==> src/rtl/sram_burst_controller.sv <==
// sram_burst_controller: turns one mem_req into an 8-byte burst on an asynchronous byte-wide SRAM.
// Define SRAM_BURST_BUSY_EN to add the mem_busy status output.
module sram_burst_controller #(
    parameter int ACCESS_CYCLES = 2
) (
    input  logic        clk,
    input  logic        rst_n,
    input  logic [20:0] mem_address,
    input  logic [7:0]  mem_to_mem,
    input  logic        mem_req,
    input  logic        mem_wren,
    output logic        mem_ready,
    output logic [2:0]  mem_offset,
    output logic [7:0]  mem_from_mem,
`ifdef SRAM_BURST_BUSY_EN
    output logic        mem_busy,
`endif
    output logic [20:0] sram_addr,
    output logic [7:0]  sram_dq_out,
    input  logic [7:0]  sram_dq_in,
    output logic        sram_dq_oe,
    output logic        sram_ce_n,
    output logic        sram_oe_n,
    output logic        sram_we_n
);

    typedef enum logic [2:0] {
        S_IDLE,
        S_RD_ACCESS,
        S_RD_BEAT,
        S_WR_REQ,
        S_WR_LATCH,
        S_WR_STROBE,
        S_WR_HOLD
    } state_t;

    localparam logic [3:0] LAST_ACC = 4'(ACCESS_CYCLES - 1);

    state_t      state, state_nx;
    logic [17:0] base, base_nx;
    logic [2:0]  beat, beat_nx;
    logic [3:0]  acc_cnt, acc_cnt_nx;

    logic        ready_nx;
    logic [2:0]  offset_nx;
    logic [7:0]  from_mem_nx;
    logic [20:0] addr_nx;
    logic [7:0]  dq_out_nx;
    logic        dq_oe_nx;
    logic        ce_n_nx;
    logic        oe_n_nx;
    logic        we_n_nx;

    // Low address bits select nothing: bursts are always aligned to 8 bytes.
    logic        addr_lsb_unused;
    assign addr_lsb_unused = ^mem_address[2:0];

    always_comb begin
        state_nx    = state;
        base_nx     = base;
        beat_nx     = beat;
        acc_cnt_nx  = acc_cnt;
        from_mem_nx = mem_from_mem;
        dq_out_nx   = sram_dq_out;

        case (state)
            S_IDLE: begin
                if (mem_req) begin
                    base_nx    = mem_address[20:3];
                    beat_nx    = 3'd0;
                    acc_cnt_nx = 4'd0;
                    state_nx   = mem_wren ? S_WR_REQ : S_RD_ACCESS;
                end
            end
            S_RD_ACCESS: begin
                if (acc_cnt == LAST_ACC) begin
                    from_mem_nx = sram_dq_in;
                    state_nx    = S_RD_BEAT;
                end else begin
                    acc_cnt_nx = acc_cnt + 4'd1;
                end
            end
            S_RD_BEAT: begin
                if (beat == 3'd7) begin
                    state_nx = S_IDLE;
                end else begin
                    beat_nx    = beat + 3'd1;
                    acc_cnt_nx = 4'd0;
                    state_nx   = S_RD_ACCESS;
                end
            end
            S_WR_REQ: begin
                state_nx = S_WR_LATCH;
            end
            S_WR_LATCH: begin
                dq_out_nx  = mem_to_mem;
                acc_cnt_nx = 4'd0;
                state_nx   = S_WR_STROBE;
            end
            S_WR_STROBE: begin
                if (acc_cnt == LAST_ACC) begin
                    state_nx = S_WR_HOLD;
                end else begin
                    acc_cnt_nx = acc_cnt + 4'd1;
                end
            end
            S_WR_HOLD: begin
                if (beat == 3'd7) begin
                    state_nx = S_IDLE;
                end else begin
                    beat_nx  = beat + 3'd1;
                    state_nx = S_WR_REQ;
                end
            end
            default: state_nx = S_IDLE;
        endcase
    end

    // Outputs are decoded from the state being entered so they can be registered alongside it.
    always_comb begin
        ready_nx  = 1'b0;
        offset_nx = mem_offset;
        addr_nx   = sram_addr;
        dq_oe_nx  = 1'b0;
        ce_n_nx   = 1'b1;
        oe_n_nx   = 1'b1;
        we_n_nx   = 1'b1;

        case (state_nx)
            S_RD_ACCESS: begin
                addr_nx = {base_nx, beat_nx};
                ce_n_nx = 1'b0;
                oe_n_nx = 1'b0;
            end
            S_RD_BEAT, S_WR_REQ: begin
                ready_nx  = 1'b1;
                offset_nx = beat_nx;
            end
            S_WR_LATCH: begin
                addr_nx = {base_nx, beat_nx};
                ce_n_nx = 1'b0;
            end
            S_WR_STROBE: begin
                ce_n_nx  = 1'b0;
                we_n_nx  = 1'b0;
                dq_oe_nx = 1'b1;
            end
            S_WR_HOLD: begin
                ce_n_nx  = 1'b0;
                dq_oe_nx = 1'b1;
            end
            default: begin
            end
        endcase
    end

    always_ff @(posedge clk or negedge rst_n) begin
        if (!rst_n) begin
            state        <= S_IDLE;
            base         <= '0;
            beat         <= '0;
            acc_cnt      <= '0;
            mem_ready    <= 1'b0;
            mem_offset   <= '0;
            mem_from_mem <= '0;
            sram_addr    <= '0;
            sram_dq_out  <= '0;
            sram_dq_oe   <= 1'b0;
            sram_ce_n    <= 1'b1;
            sram_oe_n    <= 1'b1;
            sram_we_n    <= 1'b1;
`ifdef SRAM_BURST_BUSY_EN
            mem_busy     <= 1'b0;
`endif
        end else begin
            state        <= state_nx;
            base         <= base_nx;
            beat         <= beat_nx;
            acc_cnt      <= acc_cnt_nx;
            mem_ready    <= ready_nx;
            mem_offset   <= offset_nx;
            mem_from_mem <= from_mem_nx;
            sram_addr    <= addr_nx;
            sram_dq_out  <= dq_out_nx;
            sram_dq_oe   <= dq_oe_nx;
            sram_ce_n    <= ce_n_nx;
            sram_oe_n    <= oe_n_nx;
            sram_we_n    <= we_n_nx;
`ifdef SRAM_BURST_BUSY_EN
            mem_busy     <= (state_nx != S_IDLE);
`endif
        end
    end

endmodule

==> config.mk <==
export PLATFORM = sky130hd
export DESIGN_NAME = sram_burst_controller
export DESIGN_NICKNAME = d
export VERILOG_FILES = /design/src/rtl/sram_burst_controller.sv
export SDC_FILE = /design/constraint.sdc
export NUM_CORES = 1
export LEC_CHECK = 0
export CAP_MARGIN = 15
export CORE_MARGIN = 2
export CORE_UTILIZATION = 40
export CTS_CLUSTER_DIAMETER = 80
export DETAILED_ROUTE_END_ITERATION = 10
export PLACE_DENSITY = 0.76
export REMOVE_ABC_BUFFERS = 1
export SLEW_MARGIN = 20
export SYNTH_ARGS = -nofsm -noshare
export SYNTH_HDL_FRONTEND = slang
export SYNTH_SLANG_ARGS = --single-unit
==> constraint.sdc <==
create_clock -name clk -period 2.06 [get_ports clk]
set_clock_uncertainty 0.15 [all_clocks]
set_input_delay 0.412 -clock clk [delete_from_list [all_inputs] [get_ports clk]]
set_output_delay 0.412 -clock clk [all_outputs]
set_load 0.01 [all_outputs]
Word-level counts from Yosys, hierarchy flattened. Index checks and enable logic that the tools add are counted.

Bits in registers: 73. Input port bits: 41. Output and inout port bits: 45. Word-level logic and storage cells: 63.

$add $sub $neg: 2. Eq/ne operators: 17. Multiplexer cells: 21. Reduce and logical (&&, ||, !) cells: 10.

Operators by type and width (count): two-way mux 18 bit (2); equality test 3 bit, second input constant (7); case mux 3 bit (7 select lines) (1); case mux 4 bit (4 select lines) (1); two-way mux 3 bit (5); equality test 3 x 2 -> 1 bit, second input constant (4); two-way mux 4 bit (3); OR reduction 2 bit (5); equality test 3 x 1 -> 1 bit, second input constant (2); two-way mux 1 bit (6); != test 2 bit, second input constant (3); case mux 3 bit (2 select lines) (1); adder 4 x 1 -> 4 bit, second input constant (1); equality test 4 x 1 -> 1 bit, second input constant (1); two-way mux 2 bit (2); AND reduction 4 bit (1); nonzero test 4 bit (1); OR reduction 4 bit (1); adder 3 x 1 -> 3 bit, second input constant (1); zero test 3 bit (1); AND reduction 2 bit (1).

Logic depth before layout (Yosys ltp). Gate-level depths: netlist of run 1.

Word-level depth: 6. Depth in mapped cells: 8. Gate-level depth less buffers: 7.

Least setup slack after synthesis of run 1. Ideal clock, no wire load.

Path type: reg2reg. From: register acc_cnt[0]. To: register sram_addr[10]. Library setup time: 125 ps. Arrival time: 1722 ps. Data required time: 1785 ps. Setup slack: 63 ps. Stages on the path, launching flop included: 8. Path buffers: 1. Clock period less this slack: 1997 ps. Cell sequence: dfrtp_1 ha_1 or3b_1 nand2_1 o311a_2 o31ai_4 buf_6 mux2_2.

Word-level cells in the longest chain between the ends: 5. Elaborated cells between the ends (all ways): 7. Classes of those cells: eq/ne (3); mux (3); reduce/logical (1).

RTL lines: start, declared (RTL line 42) `logic [3:0] acc_cnt, acc_cnt_nx;`; start signal, assigned (RTL line 179) `acc_cnt <= acc_cnt_nx;`; equality test 4 x 1 -> 1 bit * (RTL line 76, 101); two-way mux 3 bit (on tied branches) (RTL line 101, 76); case mux 3 bit (7 select lines) * (RTL line 66) `case (state)`; equality test 3 x 1 -> 1 bit / equality test 3 bit (equally long branches) (RTL line 129) `case (state_nx)`; OR reduction 2 bit (no source line) *; end signal, assigned (RTL line 183) `sram_addr <= addr_nx;`; end, declared (RTL line 18) `output logic [20:0] sram_addr,`.

Every way passes the cells marked *; elsewhere a longest branch is shown, timed or not. A chain may end at the register's enable or synchronous reset.

Worst setup path in the final report of run 1.
From: register state[1]. To: register sram_addr[11].

Elaborated cells between the ends (all ways): 15. Classes of those cells: eq/ne (8); mux (5); reduce/logical (2).

RTL lines: start, declared (RTL line 39) `state_t state, state_nx;`; start signal, assigned (RTL line 176) `state <= state_nx;`; zero test 3 bit (RTL line 66); two-way mux 18 bit (RTL line 66); net base_nx[8] (RTL line 40) `logic [17:0] base, base_nx;`.

The timed path passes the listed nets, and every way through them passes these cells.

==> flow_metrics.env, run 1 <==
export IMPL_seqPwrFrac_pct=34.8
export IMPL_reg2reg_slack_ns=-0.04
export IMPL_finalCriticalPeriod_ns=2.099
export IMPL_core_area_sq_mm=0.006869
export IMPL_die_w_um=88.84
export IMPL_cp_max_fo=11
export IMPL_fillers=542
export IMPL_p_sw_mw=2.196
export IMPL_numClockSinks=73
export IMPL_cts_tree="built"
export IMPL_path_class="flip-flop to flip-flop"
export IMPL_violations="setup timing"
export IMPL_grt_use_total_pct=17.08
export IMPL_route_detailed_drc=0
export IMPL_combPwrFrac_pct=48.0
export IMPL_cts_buffers=9
export IMPL_ir_drop_v=0.0009056
export IMPL_n_antenna_cell=0
export IMPL_grt_overflow_total=0
export IMPL_grt_pass1_vias=2091
export IMPL_clockPowerShare_pct=17.1
export IMPL_dieArea_sq_mm=0.007893
export IMPL_synth_ff_latch_count=73
export IMPL_finalSetupViolations=21
export IMPL_finalCritPeriodShare_pct=101.9
export IMPL_status="complete, but fails checks"
export IMPL_clk_insertion_delay_late_ns=0.33
export IMPL_synth_distinct_cells=33
export IMPL_syn_area_sq_mm=0.002879
export IMPL_final_hold_violation_count=0
export IMPL_clock_path_buffers=2
export IMPL_antenna_found_initial=0
export IMPL_vias_per_cell=4.741
export IMPL_power_internal_mw=4.997
export IMPL_crit_required_ns=2.13
export IMPL_tightest_slew_ns=0.4842
export IMPL_rows=30
export IMPL_maxSlewViolCount=0
export IMPL_grt_pass1_wl_um=9922
export IMPL_leakage_nw=1.843
export IMPL_htreeDepth=3
export IMPL_pre_cts_ws_ns=-0.4273
export IMPL_cp_arrival_ns=2.17
export IMPL_totalPowerFinal_mw=7.192
export IMPL_vias=1920
export IMPL_antenna_left=0
export IMPL_drt_pass1_iter_count=4
export IMPL_die_h_um=88.84
export IMPL_switching_share_pct=30.53
export IMPL_final_nets=348
export IMPL_powerDensity_mw_per_mm2=1681
export IMPL_port_buffers=82
export IMPL_clk_pin_slew_ns=0.07
export IMPL_wl_per_cell_um=15.00
export IMPL_syn2layout_area_growth_pct=48.59
export IMPL_ios=86
export IMPL_cap_violations=0
export IMPL_dp_hpwl_um=4246
export IMPL_syn_avg_cell_area_sq_um=15.31
export IMPL_grt_start_max_net_pins=39
export IMPL_initial_core_util_pct=41.91
export IMPL_start_kind="flip-flop"
export IMPL_hold_path_class="flip-flop to flip-flop"
export IMPL_setup_ws_ns=-0.03932
export IMPL_routed_wl_um=6076
export IMPL_drive_gt1_share_pct=38.19
export IMPL_ys_warn_count=0
export IMPL_fmax_mhz=476.3
export IMPL_drt_initial_drc_count=52
export IMPL_end_kind="flip-flop"
export IMPL_synth_cells=188
export IMPL_synth_seq_area_share_pct=63.58
export IMPL_rsz0062_at_grt="true"
export IMPL_slew_headroom_pct=67.72
export IMPL_root_buffer="clkbuf_8"
export IMPL_gp_congestion=0.8135
==> routing by layer <==
metal / track usage (%) / share of wire, %
met4: 7.989 / 1.6
met5: 0 / 0
met2: 29.31 / 52
met3: 3.172 / 3.6
met1: 20.79 / 43
==> final timing paths <==
check / startpoint / end / depth (start not counted)
worst max-delay path: state[1] / sram_addr[11] / 5
worst min-delay path: base[10] / base[10] / 1
worst max register to register: state[1] / sram_addr[11] / 5
worst min register to register: base[10] / base[10] / 1
max in group asynchronous: rst_n / sram_oe_n / 3
min in group asynchronous: rst_n / sram_dq_out[2] / 2
==> kinds of logic (layout without fill, tap and decap cells) <==
family | count (synthesis) | in the layout | synth area share, %
compound gates | 13 | 13 | 3.520
xor+xnor | 2 | 2 | 0.6085
mux | 58 | 58 | 22.69
fa+ha+maj | 3 | 3 | 1.304
flops | 73 | 73 | 63.58
buf+inv | 9 | 130 | 1.912
simple gates | 30 | 30 | 6.389
==> layout make-up <==
class	instances	area, sq um	share of cell area, %
flip-flops and latches	73	1833	42.85
repair buffers	110	1062	24.83
multi-input cells	106	1026	23.98
clock buffers	11	141.4	3.305
well taps	96	120.1	2.808
clock inverters	5	80.08	1.872
inverters	4	15.01	0.3510
==> flip-flops by register name (all words and copies together), names as in the netlist, 3 cells and up <==
name and flops:
base 18, mem_from_mem 8, sram_addr 21, mem_offset 3, sram_dq_out 8, beat 3, state 3, acc_cnt 4
==> per-stage QoR <==
| step | area, sq um | TNS (ns) | hold WS (ns) | util (%) | instances |
|---|---|---|---|---|---|
| finish | 4278 | -0.4694 | 0.3450 | 62.28 | 405 |
| global route | 4278 | -1.965 | 0.3601 | 62.28 | 405 |
| CTS | 4260 | -0.4218 | 0.3499 | 62.02 | 404 |
| detailed placement | 3990 | -11.12 | 0.2565 | 58.09 | 386 |
| global placement | 3990 | -9.517 | 0.2541 | 58.09 | 386 |
| floorplan | 2839 | -8.391 | -0.03359 | - | 183 |
==> power by group through the flow <==
stage	sequential [mW]	combinational, mW	clock, mW
floorplan	2.69	1.53	0
global placement	2.49	3.30	0
detailed placement	2.53	3.40	0
CTS	2.51	3.48	1.26
global route	2.59	3.73	1.33
finish	2.50	3.45	1.23
==> cell usage in the layout, fill, tap and decap left out, types with 2 or more instances in the layout <==
cell              n
nor2_1            3
o21ai_0           4
clkdlybuf4s50_1  80
nand3_1           3
dfrtp_1          68
nand3b_1          2
buf_6             2
buf_4            24
nand2_1           9
ha_1              2
dfstp_2           3
clkinvlp_4        2
a21oi_1           2
bufinv_16         2
dfrtp_2           2
clkbuf_8         10
buf_12            2
nand2_2           3
mux2_2           58
inv_1             4
==> critical path, cell delays in order (launching register included) <==
cell	delay [ns]
dfrtp_2	0.44
buf_4	0.16
nor4b_4	0.36
buf_6	0.24
mux2_2	0.36
mux2_2	0.27
==> what timing repair did <==
| action | in CTS | in global routing |
|---|---|---|
| gates cloned | 1 | 0 |
| buffers inserted | 0 | 1 |
| setup endpoints to repair | 21 | 28 |
| pin swaps | 1 | 0 |
| hold buffers | 1 | 0 |
| resized for setup | 9 | 5 |
| endpoints found under the hold margin | 36 | 0 |
==> Yosys cell counts <==
cell type	instances	area [sq um]
inv_1	4	15.01
nand2_1	11	41.29
nor3_1	1	5.000
o31ai_4	1	21.27
nor2b_4	1	13.76
or3b_1	1	8.760
xor2_1	1	8.760
dfrtp_1	70	1752
nand3_1	3	15.01
o21ai_0	5	25.02
buf_4	1	7.510
ha_1	3	37.54
mux2_2	58	653.1
nor2_2	1	6.260
or2b_1	1	7.510
nor2_1	3	11.26
and2b_4	1	10.01
nand3b_1	2	15.01
or3_1	1	6.260
a22o_1	1	8.760
buf_2	2	10.01
buf_6	2	22.52
nand2_2	1	6.260
o311a_2	1	11.26
nor2b_1	1	6.260
a21oi_1	2	10.01
a32oi_1	1	8.760
nor3b_1	1	7.510
o21a_1	1	7.510
dfstp_2	3	78.83
xnor2_1	1	8.760
nor4b_4	1	23.77
a211o_1	1	8.760
Note: power is estimated with default switching activity, not from simulation.
==> run 2, diff against run 1 <==
--- a/config.mk
+++ b/config.mk
@@ -5,6 +5,7 @@
 export SDC_FILE = /design/constraint.sdc
 export NUM_CORES = 1
 export LEC_CHECK = 0
+export ABC_AREA = 1
 export CAP_MARGIN = 15
 export CORE_MARGIN = 2
 export CORE_UTILIZATION = 40
==> flow_metrics.env, run 2 <==
export IMPL_status="completed"
export IMPL_place_inst=476
export IMPL_power_internal_mw=4.327
export IMPL_initial_core_util_pct=40.84
export IMPL_hold_depth=2
export IMPL_use_met3_pct=4.205
export IMPL_syn_avg_cell_area_sq_um=10.07
export IMPL_dpl_instance_area_sq_mm=0.003949
export IMPL_finalCritPeriodShare_pct=94.04
export IMPL_slowest_stage="dfstp_2"
export IMPL_largest_register_ffs=21
export IMPL_totalPowerFinal_mw=6.709
export IMPL_grt_start_max_net_pins=42
export IMPL_gp_congestion=0.7869
export IMPL_reg2reg_slack_ns=0.31
export IMPL_drive_gt1_share_pct=15.74
export IMPL_drt_initial_drc_count=113
export IMPL_dieArea_sq_mm=0.008026
export IMPL_clock_path_buffers=2
export IMPL_fmax_mhz=516.2
export IMPL_n_antenna_cell=0
export IMPL_path_cells="clkdlybuf4s50_1"
export IMPL_dp_hpwl_um=4508
export IMPL_numClockSinks=73
export IMPL_ys_top_cells_by_count="nand2_1, dfrtp_1, nand3_1"
export IMPL_fillers=651
export IMPL_cp_max_fo=1
export IMPL_finalSetupTns_ns=0
export IMPL_wl_per_cell_um=12.79
export IMPL_p_sw_mw=2.383
export IMPL_finalCriticalPeriod_ns=1.937
export IMPL_core_area_sq_mm=0.007176
export IMPL_grt_pass1_wl_um=10390
export IMPL_ir_drop_v=0.0006903
export IMPL_pre_cts_ws_ns=-0.09550
export IMPL_ios=86
export IMPL_layout_common_cells="nand2_1, clkdlybuf4s50_1, dfrtp_1, nand3_1, mux2_2"
export IMPL_maxSlewViolCount=0
export IMPL_clockPowerShare_pct=18.9
export IMPL_rsz0062_at_grt="false"
export IMPL_path_class="flip-flop to primary output"
export IMPL_die_w_um=89.59
export IMPL_hold_slack_ns=0.3257
export IMPL_gr_usage_met2_pct=27.54
export IMPL_synth_distinct_cells=26
export IMPL_final_hold_violation_count=0
export IMPL_ff2ff_path_depth=8
export IMPL_yosysTopAreaCell="dfrtp_1"
export IMPL_cp_arrival_ns=1.38
export IMPL_final_cells=493
export IMPL_final_cell_area_sq_mm=0.004193
export IMPL_cap_violations=0
export IMPL_antenna_found_initial=0
export IMPL_synth_edf_count=0
export IMPL_finalSetupViolations=0
export IMPL_routed_wl_um=6305
export IMPL_antenna_left=0
export IMPL_layout_commonest_cell="nand2_1"
export IMPL_top_usage_layer="met2"
export IMPL_clk_insertion_delay_late_ns=0.33
export IMPL_clk_pin_slew_ns=0.08
export IMPL_grt_overflow_total=0
export IMPL_final_util_pct=58.43
export IMPL_end_kind="primary output"
export IMPL_powerDensity_mw_per_mm2=1600
export IMPL_synth_main_ff_cell="dfrtp_1"
export IMPL_met1_usage_pct=22.01
export IMPL_seqPwrFrac_pct=35.9
export IMPL_crit_buf_inv=1
export IMPL_htreeDepth=3
export IMPL_slew_headroom_pct=65.35
export IMPL_top_register="sram_addr"
export IMPL_grt_pass1_vias=2287
export IMPL_crit_cells=1
export IMPL_setup_ws_ns=0.1228
export IMPL_holdPathEnd="base[4]"
export IMPL_cpPeakStageDelay_ns=0.52
export IMPL_leakage_nw=2.023
export IMPL_r2r_end="mem_offset[0]"
export IMPL_synth_most_common_cell="nand2_1"
export IMPL_netlist_area_leader_share_pct=59.78
export IMPL_synth_seq_area_share_pct=62.47
export IMPL_combPwrFrac_pct=45.2
export IMPL_r2r_start="state[1]"
export IMPL_synth_area_top_cells="dfrtp_1, nand2_1, mux2_2, nand3_1, dfstp_2"
export IMPL_root_buffer="clkbuf_8"
export IMPL_syn_area_sq_mm=0.002930
export IMPL_switching_share_pct=35.51
export IMPL_cts_buffers=9
export IMPL_top_regs="sram_addr: 21 flops, base: 18 flops"
export IMPL_drt_pass1_iter_count=4
export IMPL_die_h_um=89.59
export IMPL_tightest_slew_ns=0.5197
export IMPL_ys_warn_count=0
export IMPL_synth_ff_latch_count=73
export IMPL_cts_tree="built"
export IMPL_vias=2293
export IMPL_vias_per_cell=4.651
export IMPL_synth_cells=291
export IMPL_final_nets=433
export IMPL_rows=31
export IMPL_grt_use_total_pct=16.91
export IMPL_cts_setup_buffers=0
export IMPL_port_buffers=82
export IMPL_hold_start="base[4]"
export IMPL_hold_path_class="flip-flop to flip-flop"
export IMPL_route_detailed_drc=0
export IMPL_start_kind="flip-flop"
export IMPL_critPathTopFamily="flip-flops"
export IMPL_crit_required_ns=1.50
export IMPL_syn2layout_area_growth_pct=43.08
export IMPL_ys_async_sr_fraction_pct=100.0
-- run 2: timing repair --
item | 4_1_cts | 5_1_grt
endpoints found under the setup margin | 0 | 2
hold endpoints to repair | 36 | 0
gates resized for setup | 0 | 1
hold buffers | 1 | 0
-- run 2: area by class of cell --
class / count / area [sq um] / share of cell area [%]
Tap cell: 99 / 123.9 / 2.954
Inverter: 12 / 45.04 / 1.074
Multi-Input combinational cell: 197 / 1013 / 24.17
Clock buffer: 12 / 155.1 / 3.700
Timing Repair Buffer: 96 / 950.9 / 22.68
Sequential cell: 73 / 1831 / 43.66
Clock inverter: 4 / 73.82 / 1.761
-- run 2: worst max-delay path by stage --
stage                   start             to  slack (ns)
finish              sram_oe_n      sram_oe_n        0.12
global route        sram_oe_n      sram_oe_n        0.06
CTS                 sram_oe_n      sram_oe_n         0.1
detailed placement    mem_req   sram_addr[9]        -0.1
global placement      mem_req  sram_addr[16]       -0.07
floorplan            state[1]   sram_addr[0]       -0.07
-- run 2: routing by layer --
layer	vias to the layer above	wire length [um]
li1	1135	-
met1	1099	2837
met2	55	3116
met3	4	322
met4	0	29
met5	-	0
-- run 2: cell families (layout without fill, tap and decap cells) --
logic type	Yosys count	after routing	share of synthesized area, %
buffers and inverters	21	124	3.117
AOI/OAI and AO/OA	14	14	2.605
adders and majority gates	3	3	1.281
and+or+nand+nor	162	162	23.78
muxes	16	16	6.148
xor gates and xnor gates	2	2	0.5979
DFF	73	73	62.47
-- run 2: power groups by stage --
stage	clock network [mW]	registers, mW	logic (mW)
global placement	0	2.42	2.97
finish	1.27	2.41	3.03
global route	1.36	2.49	3.38
CTS	1.30	2.42	3.07
floorplan	0	2.59	1.41
detailed placement	0	2.44	3.05
